## src/rtl/mem_rr_arbiter.sv

```systemverilog
// Round-robin arbiter and access sequencer sharing one single-port memory
// between requesters A and B over a req/ack handshake.
//
// state  | meaning
// IDLE   | no owner; sample requests and pick a winner
// ACCESS | one-cycle memory strobe with the latched command
// WAIT   | read latency countdown, data captured on the last cycle
// RESP   | one-cycle ack to the owner, bump its completion counter
module mem_rr_arbiter #(
    parameter int ADDR_W = 5,
    parameter int DATA_W = 8,
    parameter int RD_LAT = 1,
    parameter int CNT_W  = 16
) (
    input  logic              clk,
    input  logic              rst_n,
    input  logic              req_a,
    input  logic              we_a,
    input  logic [ADDR_W-1:0] addr_a,
    input  logic [DATA_W-1:0] wdata_a,
    output logic              ack_a,
    output logic [DATA_W-1:0] rdata_a,
    input  logic              req_b,
    input  logic              we_b,
    input  logic [ADDR_W-1:0] addr_b,
    input  logic [DATA_W-1:0] wdata_b,
    output logic              ack_b,
    output logic [DATA_W-1:0] rdata_b,
    output logic              gnt_a,
    output logic              gnt_b,
    output logic              busy,
    output logic [ADDR_W-1:0] mem_addr,
    output logic [DATA_W-1:0] mem_data_in,
    output logic              mem_read,
    output logic              mem_write,
    input  logic [DATA_W-1:0] mem_data_out,
    output logic [CNT_W-1:0]  cnt_a,
    output logic [CNT_W-1:0]  cnt_b
);
    typedef enum logic [1:0] {
        IDLE   = 2'd0,
        ACCESS = 2'd1,
        WAIT   = 2'd2,
        RESP   = 2'd3
    } state_e;

    localparam int LAT_W = 3;

    state_e              state_q, state_d;
    logic                owner_q, owner_d;   // 0 = A, 1 = B
    logic                last_q, last_d;
    logic                we_q, we_d;
    logic [ADDR_W-1:0]   addr_q, addr_d;
    logic [DATA_W-1:0]   wdata_q, wdata_d;
    logic [LAT_W-1:0]    lat_q, lat_d;
    logic [DATA_W-1:0]   rdata_a_q, rdata_a_d;
    logic [DATA_W-1:0]   rdata_b_q, rdata_b_d;
    logic [CNT_W-1:0]    cnt_a_q, cnt_a_d;
    logic [CNT_W-1:0]    cnt_b_q, cnt_b_d;
    logic                win_b;

    always_ff @(posedge clk or negedge rst_n) begin
        if (!rst_n) begin
            state_q   <= IDLE;
            owner_q   <= 1'b0;
            last_q    <= 1'b1;
            we_q      <= 1'b0;
            addr_q    <= '0;
            wdata_q   <= '0;
            lat_q     <= '0;
            rdata_a_q <= '0;
            rdata_b_q <= '0;
            cnt_a_q   <= '0;
            cnt_b_q   <= '0;
        end else begin
            state_q   <= state_d;
            owner_q   <= owner_d;
            last_q    <= last_d;
            we_q      <= we_d;
            addr_q    <= addr_d;
            wdata_q   <= wdata_d;
            lat_q     <= lat_d;
            rdata_a_q <= rdata_a_d;
            rdata_b_q <= rdata_b_d;
            cnt_a_q   <= cnt_a_d;
            cnt_b_q   <= cnt_b_d;
        end
    end

    always_comb begin
        state_d   = state_q;
        owner_d   = owner_q;
        last_d    = last_q;
        we_d      = we_q;
        addr_d    = addr_q;
        wdata_d   = wdata_q;
        lat_d     = lat_q;
        rdata_a_d = rdata_a_q;
        rdata_b_d = rdata_b_q;
        cnt_a_d   = cnt_a_q;
        cnt_b_d   = cnt_b_q;
        // On a tie B wins only when A was granted last.
        win_b     = req_b & (~req_a | ~last_q);

        case (state_q)
            IDLE: begin
                if (req_a | req_b) begin
                    owner_d = win_b;
                    last_d  = win_b;
                    we_d    = win_b ? we_b    : we_a;
                    addr_d  = win_b ? addr_b  : addr_a;
                    wdata_d = win_b ? wdata_b : wdata_a;
                    state_d = ACCESS;
                end
            end
            ACCESS: begin
                if (we_q) begin
                    state_d = RESP;
                end else begin
                    lat_d   = LAT_W'(RD_LAT);
                    state_d = WAIT;
                end
            end
            WAIT: begin
                if (lat_q == LAT_W'(1)) begin
                    if (owner_q) rdata_b_d = mem_data_out;
                    else         rdata_a_d = mem_data_out;
                    state_d = RESP;
                end else begin
                    lat_d = lat_q - LAT_W'(1);
                end
            end
            RESP: begin
                if (owner_q) begin
                    if (cnt_b_q != '1) cnt_b_d = cnt_b_q + CNT_W'(1);
                end else begin
                    if (cnt_a_q != '1) cnt_a_d = cnt_a_q + CNT_W'(1);
                end
                state_d = IDLE;
            end
            default: state_d = IDLE;
        endcase
    end

    // Strobes decode straight from state so an async reset kills them at once.
    assign busy        = (state_q != IDLE);
    assign gnt_a       = busy & ~owner_q;
    assign gnt_b       = busy & owner_q;
    assign mem_write   = (state_q == ACCESS) & we_q;
    assign mem_read    = (state_q == ACCESS) & ~we_q;
    assign ack_a       = (state_q == RESP) & ~owner_q;
    assign ack_b       = (state_q == RESP) & owner_q;
    assign mem_addr    = addr_q;
    assign mem_data_in = wdata_q;
    assign rdata_a     = rdata_a_q;
    assign rdata_b     = rdata_b_q;
    assign cnt_a       = cnt_a_q;
    assign cnt_b       = cnt_b_q;
endmodule

```

## config.mk

```make
export PLATFORM = sky130hd
export DESIGN_NAME = mem_rr_arbiter
export DESIGN_NICKNAME = d
export VERILOG_FILES = /design/src/rtl/mem_rr_arbiter.sv
export SDC_FILE = /design/constraint.sdc
export NUM_CORES = 1
export LEC_CHECK = 0
export ABC_CLOCK_PERIOD_IN_PS = 1600
export BUFFER_PORTS_ARGS = -buffer_cell sky130_fd_sc_hd__buf_4
export CAP_MARGIN = 5
export CORE_ASPECT_RATIO = 1.5
export CORE_MARGIN = 1
export CORE_UTILIZATION = 47
export CTS_BUF_LIST = sky130_fd_sc_hd__clkbuf_4 sky130_fd_sc_hd__clkbuf_8
export DETAILED_ROUTE_END_ITERATION = 10
export PLACE_DENSITY = 0.78
export SYNTH_ARGS = -nofsm -noshare
export SYNTH_HDL_FRONTEND = slang
export SYNTH_SLANG_ARGS = --single-unit
```

## constraint.sdc

```tcl
create_clock -name clk -period 1.6 [get_ports clk]
set_input_delay 0.16 -clock clk [delete_from_list [all_inputs] [get_ports clk]]
set_output_delay 0.16 -clock clk [all_outputs]
set_load 0.02 [all_outputs]
```

# Yosys cells after proc, flatten, opt, wreduce, memory -nomap -nowiden
# Index checks and enable logic that the tools add are counted.
# Widths: inputs -> output; s select.
[classes] mux=10 eq_ne=10 n_reduce_logical=10 n_addsub=3 bitwise=13
[op_table] cell="$add 16x1->16 const B" n=2
[op_table] cell="$ne 16x16->1 const B" n=2
[op_table] cell="$reduce_and 3->1" n=5
[op_table] cell="$mux 8" n=1
[op_table] cell="$ne 2x2->1 const B" n=4
[op_table] cell="$pmux 2 s4" n=1
[op_table] cell="$and 1x1->1" n=7
[op_table] cell="$mux 3" n=2
[op_table] cell="$pmux 3 s2" n=1
[op_table] cell="$mux 5" n=1
[op_table] cell="$eq 2x2->1 const B" n=2
[op_table] cell="$mux 2" n=2
[op_table] cell="$not 1->1" n=4
[op_table] cell="$reduce_and 2->1" n=2
[op_table] cell="$reduce_bool 2->1" n=2
[op_table] cell="$eq 3x1->1 const B" n=1
[op_table] cell="$sub 3x1->3 const B" n=1
[op_table] cell="$eq 2x1->1 const B" n=1
[op_table] cell="$logic_not 2->1" n=1
[op_table] cell="$mux 1" n=2
[op_table] cell="$or 1x1->1" n=2
[word_totals] input_bits=40 wordCells=57 reg_bits=69

# Depth between registers and ports, before layout
[depth] depth_word=4 depth_mapped=7 depth_no_buf=6

# Worst setup path after synthesis
# No wires, ideal clock.
[synth_timing] path_kind="flip-flop to flip-flop" start="register state_q[0]" end="register cnt_a_q[15] (netlist: cnt_a[15])" arrival_ns=1.758 n_path_buf=0 setup_ns=0.080 slack_ns=-0.238 stages_incl_launch_ff=6 period_less_slack_ns=1.838 path_cell_list="dfrtp_1 -> ha_1 -> nor2b_1 -> nand3_1 -> nor4_1 -> xor2_1"
[synth_between] elab_chain_len=2
[synth_lines] item="from (decl)" line="49" source="state_e state_q, state_d;"
[synth_lines] item="from (signal assigned)" line="76" source="state_q <= state_d;"
[synth_lines] item="$eq 2x2->1" line="105" source="case (state_q)"
[synth_lines] item="$reduce_and 3->1 (no source line)"
[synth_lines] item="to (signal assigned)" line="85" source="cnt_a_q <= cnt_a_d;"
[synth_lines] item="to (decl)" line="58" source="logic [CNT_W-1:0] cnt_a_q, cnt_a_d;"
# Every way passes these cells.
# A chain may end at the register's enable or synchronous reset.

# Worst setup path in the final report
[layout_timing] start="register state_q[0]" end="output gnt_b"
[layout_between] elab_chain_len=2
[layout_lines] item="$reduce_bool 2->1" line="146" source="assign busy = (state_q != IDLE);"
[layout_lines] item="$and 1x1->1" line="148" source="assign gnt_b = busy & owner_q;"
[layout_lines] item="to (decl)" line="30" source="output logic gnt_b,"
# Every way passes these cells.

==> summary.txt <==
Slew headroom = 0.742
Startpoint types = register
Register area = 0.00175 sq mm
CTS tree = yes
Most common flop cell mapped by yosys = dfrtp_1
Worst EP required = 1440 ps
Top delay family on crit path = flip-flops
Ratio of cells with drive above 1 in the final layout = 0.535
Initial core utilization = 0.485
Antenna diodes = 0
Max-slew violations = 0
Met1 Resource Use GR = 0.238
Setup-failing EPs final = 4
Worst vdd ir = 0.955 mV
First-pass DRT Iterations = 4
Global-route met2 utilization = 0.416
Clock buffer count from CTS = 9
Setup_tns = -32.1 ps
Endpoints failing hold = 0
Async S/R FF share, synth = 1.00
Dominant cells by area after synthesis = dfrtp_1, mux2_2, xor2_1
Routed Antenna Nets = 0
Outcome = complete, but fails checks
Synth warn = 0
Most frequent cells after synthesis = dfrtp_1, nand2_1, xor2_1
First-pass GRT wire length = 13.2 mm
CP max stage delay = 410 ps
Wirelength per Cell = 15.3 um
Netlist cell types = 43
Core Rows = 37
CP max FO = 4
Net Count, Synth = 341
Least-Margin Pin Slew = 383 ps
Worst-path clk slew = 70 ps
# IOs = 108
Congestion Overflow GR = 0
Max Cap Viol = 0
Slowest-stage cell, CP = dfrtp_1
Cell count after placement = 518
Clk_lat worst skew = 350 ps
Number of flops mapped to enable cells by yosys = 0
HPWL after DPL = 6.00 mm
Fin Clk Skew = 10.2 ps
Register area share after synthesis = 0.524
DRC errors left = 0
Clock root buffer = clkbuf_8
Final WS setup = -15.6 ps
Cell count after synthesis = 293
Fmax = 0.619 GHz
DR vias = 2929
DIE AREA = 0.00737 sq mm
Worst Hold Class = in -> reg
Worst EP arrival = 1460 ps
Largest net degree at the start of global routing = 31
Number of H-tree levels = 3
GR Layer Usage met3 = 0.0588
# clock sinks = 69
Initial antenna violation count = 0
Most common cell in the synthesized netlist = dfrtp_1
LEAKAGE = 0.00254 uW
Tmin final = 1620 ps
Die W = 70.4 um
Top cell type's share of synthesized area = 0.516
Register bit total from synthesis = 69
Wirelength, routed = 8.32 mm
Syn_area_per_cell = 11.3 sq um
Vias in the first global route = 2972
CP Cell Sequence = inv_1 -> ha_4 -> buf_6 -> nor2b_1 -> buf_4
Fin nets = 508
Longest Clk Path Bufs = 2
Std-Cell Core Area = 0.00681 sq mm
CP endpoint kind = output pin
Grt peak-use layer = met2
Fin crit share = 1.01
Top cell type by total area after synthesis = dfrtp_1
Vias per Instance = 5.39
Number of DRC markers in iteration 0 = 136
Violated checks = negative setup slack
Tot GR Track Use = 0.229
Area of the multi-input gates = 0.00167 sq mm
Crit Path Class = reg -> out
PwrDens = 1720 mW/mm^2
Chip Height = 105 um
Area grow syn2layout = 53.6%
Worst Path Buf+Inv = 3
Fillers = 461
IO Port Bufs = 107
RSZ-0062 raised after global routing = true
Cell Area, Synth = 0.00330 sq mm
Finished Layout Cells = 543
Global placement routability congestion = 0.873
flip-flops by register name, indices dropped and copies added (netlist names), 2 cells and up:
name,flops
cnt_a,16
cnt_b,16
lat_q,3
mem_addr,5
mem_data_in,8
rdata_a,8
rdata_b,8
state_q,2
cell type report:
class / instances / area share
sequential: 69 / 0.345
tap: 78 / 0.0192
clock inverter: 7 / 0.0225
multi-input combinational: 208 / 0.330
inverter: 9 / 0.00666
clock buffer: 9 / 0.0244
timing repair buffer: 163 / 0.252
layer usage:
layer	vias to the layer above	routed length, um
met4	0	155
met5	-	0
met2	94	4620
met1	1439	3080
met3	15	458
li1	1381	-
cell usage in the layout (no fill, tap or decap), types with 6 or more instances in the layout:
cell,n
and3_1,6
dfrtp_1,50
nand3_1,8
mux2i_1,14
buf_4,150
nor2_1,19
xor2_1,23
nand2_1,24
clkbuf_8,9
nand4_1,16
xnor2_1,6
mux2_2,17
o21ai_0,15
buf_6,9
dfrtp_2,18
where the power goes:
part	switching, uW	total (uW)	internal [uW]	leakage (uW)
Sequential	477	2830	2350	0.000852
Combinational	2090	4170	2080	0.00156
Clock	686	1720	1030	0.000123
Total	3250	8710	5460	0.00254
per-stage QoR:
stage                     utilization  power, uW  setup slack, ps  hold slack (ps)  cell area (sq um)
final                           0.745       8710            -15.6             45.9               5070
after global routing            0.745       9210             -106             37.2               5070
after detailed placement        0.672       6610            -15.0              108               4570
after CTS                       0.730       8630            -19.7             32.1               4960
after global placement          0.672       6440             70.9             99.0               4570
after floorplan                     -       4910             -149             -136               3350
cell families (layout without fill, tap and decap cells):
logic type               count (synthesis)  in the layout  share of synthesized area
AO/OA/AOI/OAI                           38             38                     0.0808
XOR/XNOR                                29             29                     0.0770
adder cells (fa/ha/maj)                  8              8                     0.0303
buffers and inverters                   16            188                     0.0208
flip-flops                              69             69                      0.524
multiplexers                            33             33                      0.108
AND/OR/NAND/NOR                        100            100                      0.159
worst paths after layout:
kind | from | endpoint | slack (ps) | cells past startpoint
min in group asynchronous | rst_n | cnt_a[10] | 260 | 2
max in group asynchronous | rst_n | last_q | 750 | 3
min reg2reg | mem_data_in[3] | mem_data_in[3] | 490 | 2
max reg2reg | state_q[0] | cnt_b[13] | -10 | 6
min | mem_data_out[5] | rdata_b[5] | 50 | 2
max | state_q[0] | gnt_b | -20 | 5
what timing repair did:
action | 4_1_cts | 5_1_grt
hold buffers | 2 | 0
setup endpoints to repair | 12 | 56
gates cloned | 0 | 1
pin swaps | 8 | 6
resized for setup | 24 | 21
buffers inserted | 4 | 2
endpoints found under the hold margin | 27 | 0
No activity file was read; power rests on OpenSTA's default activity.
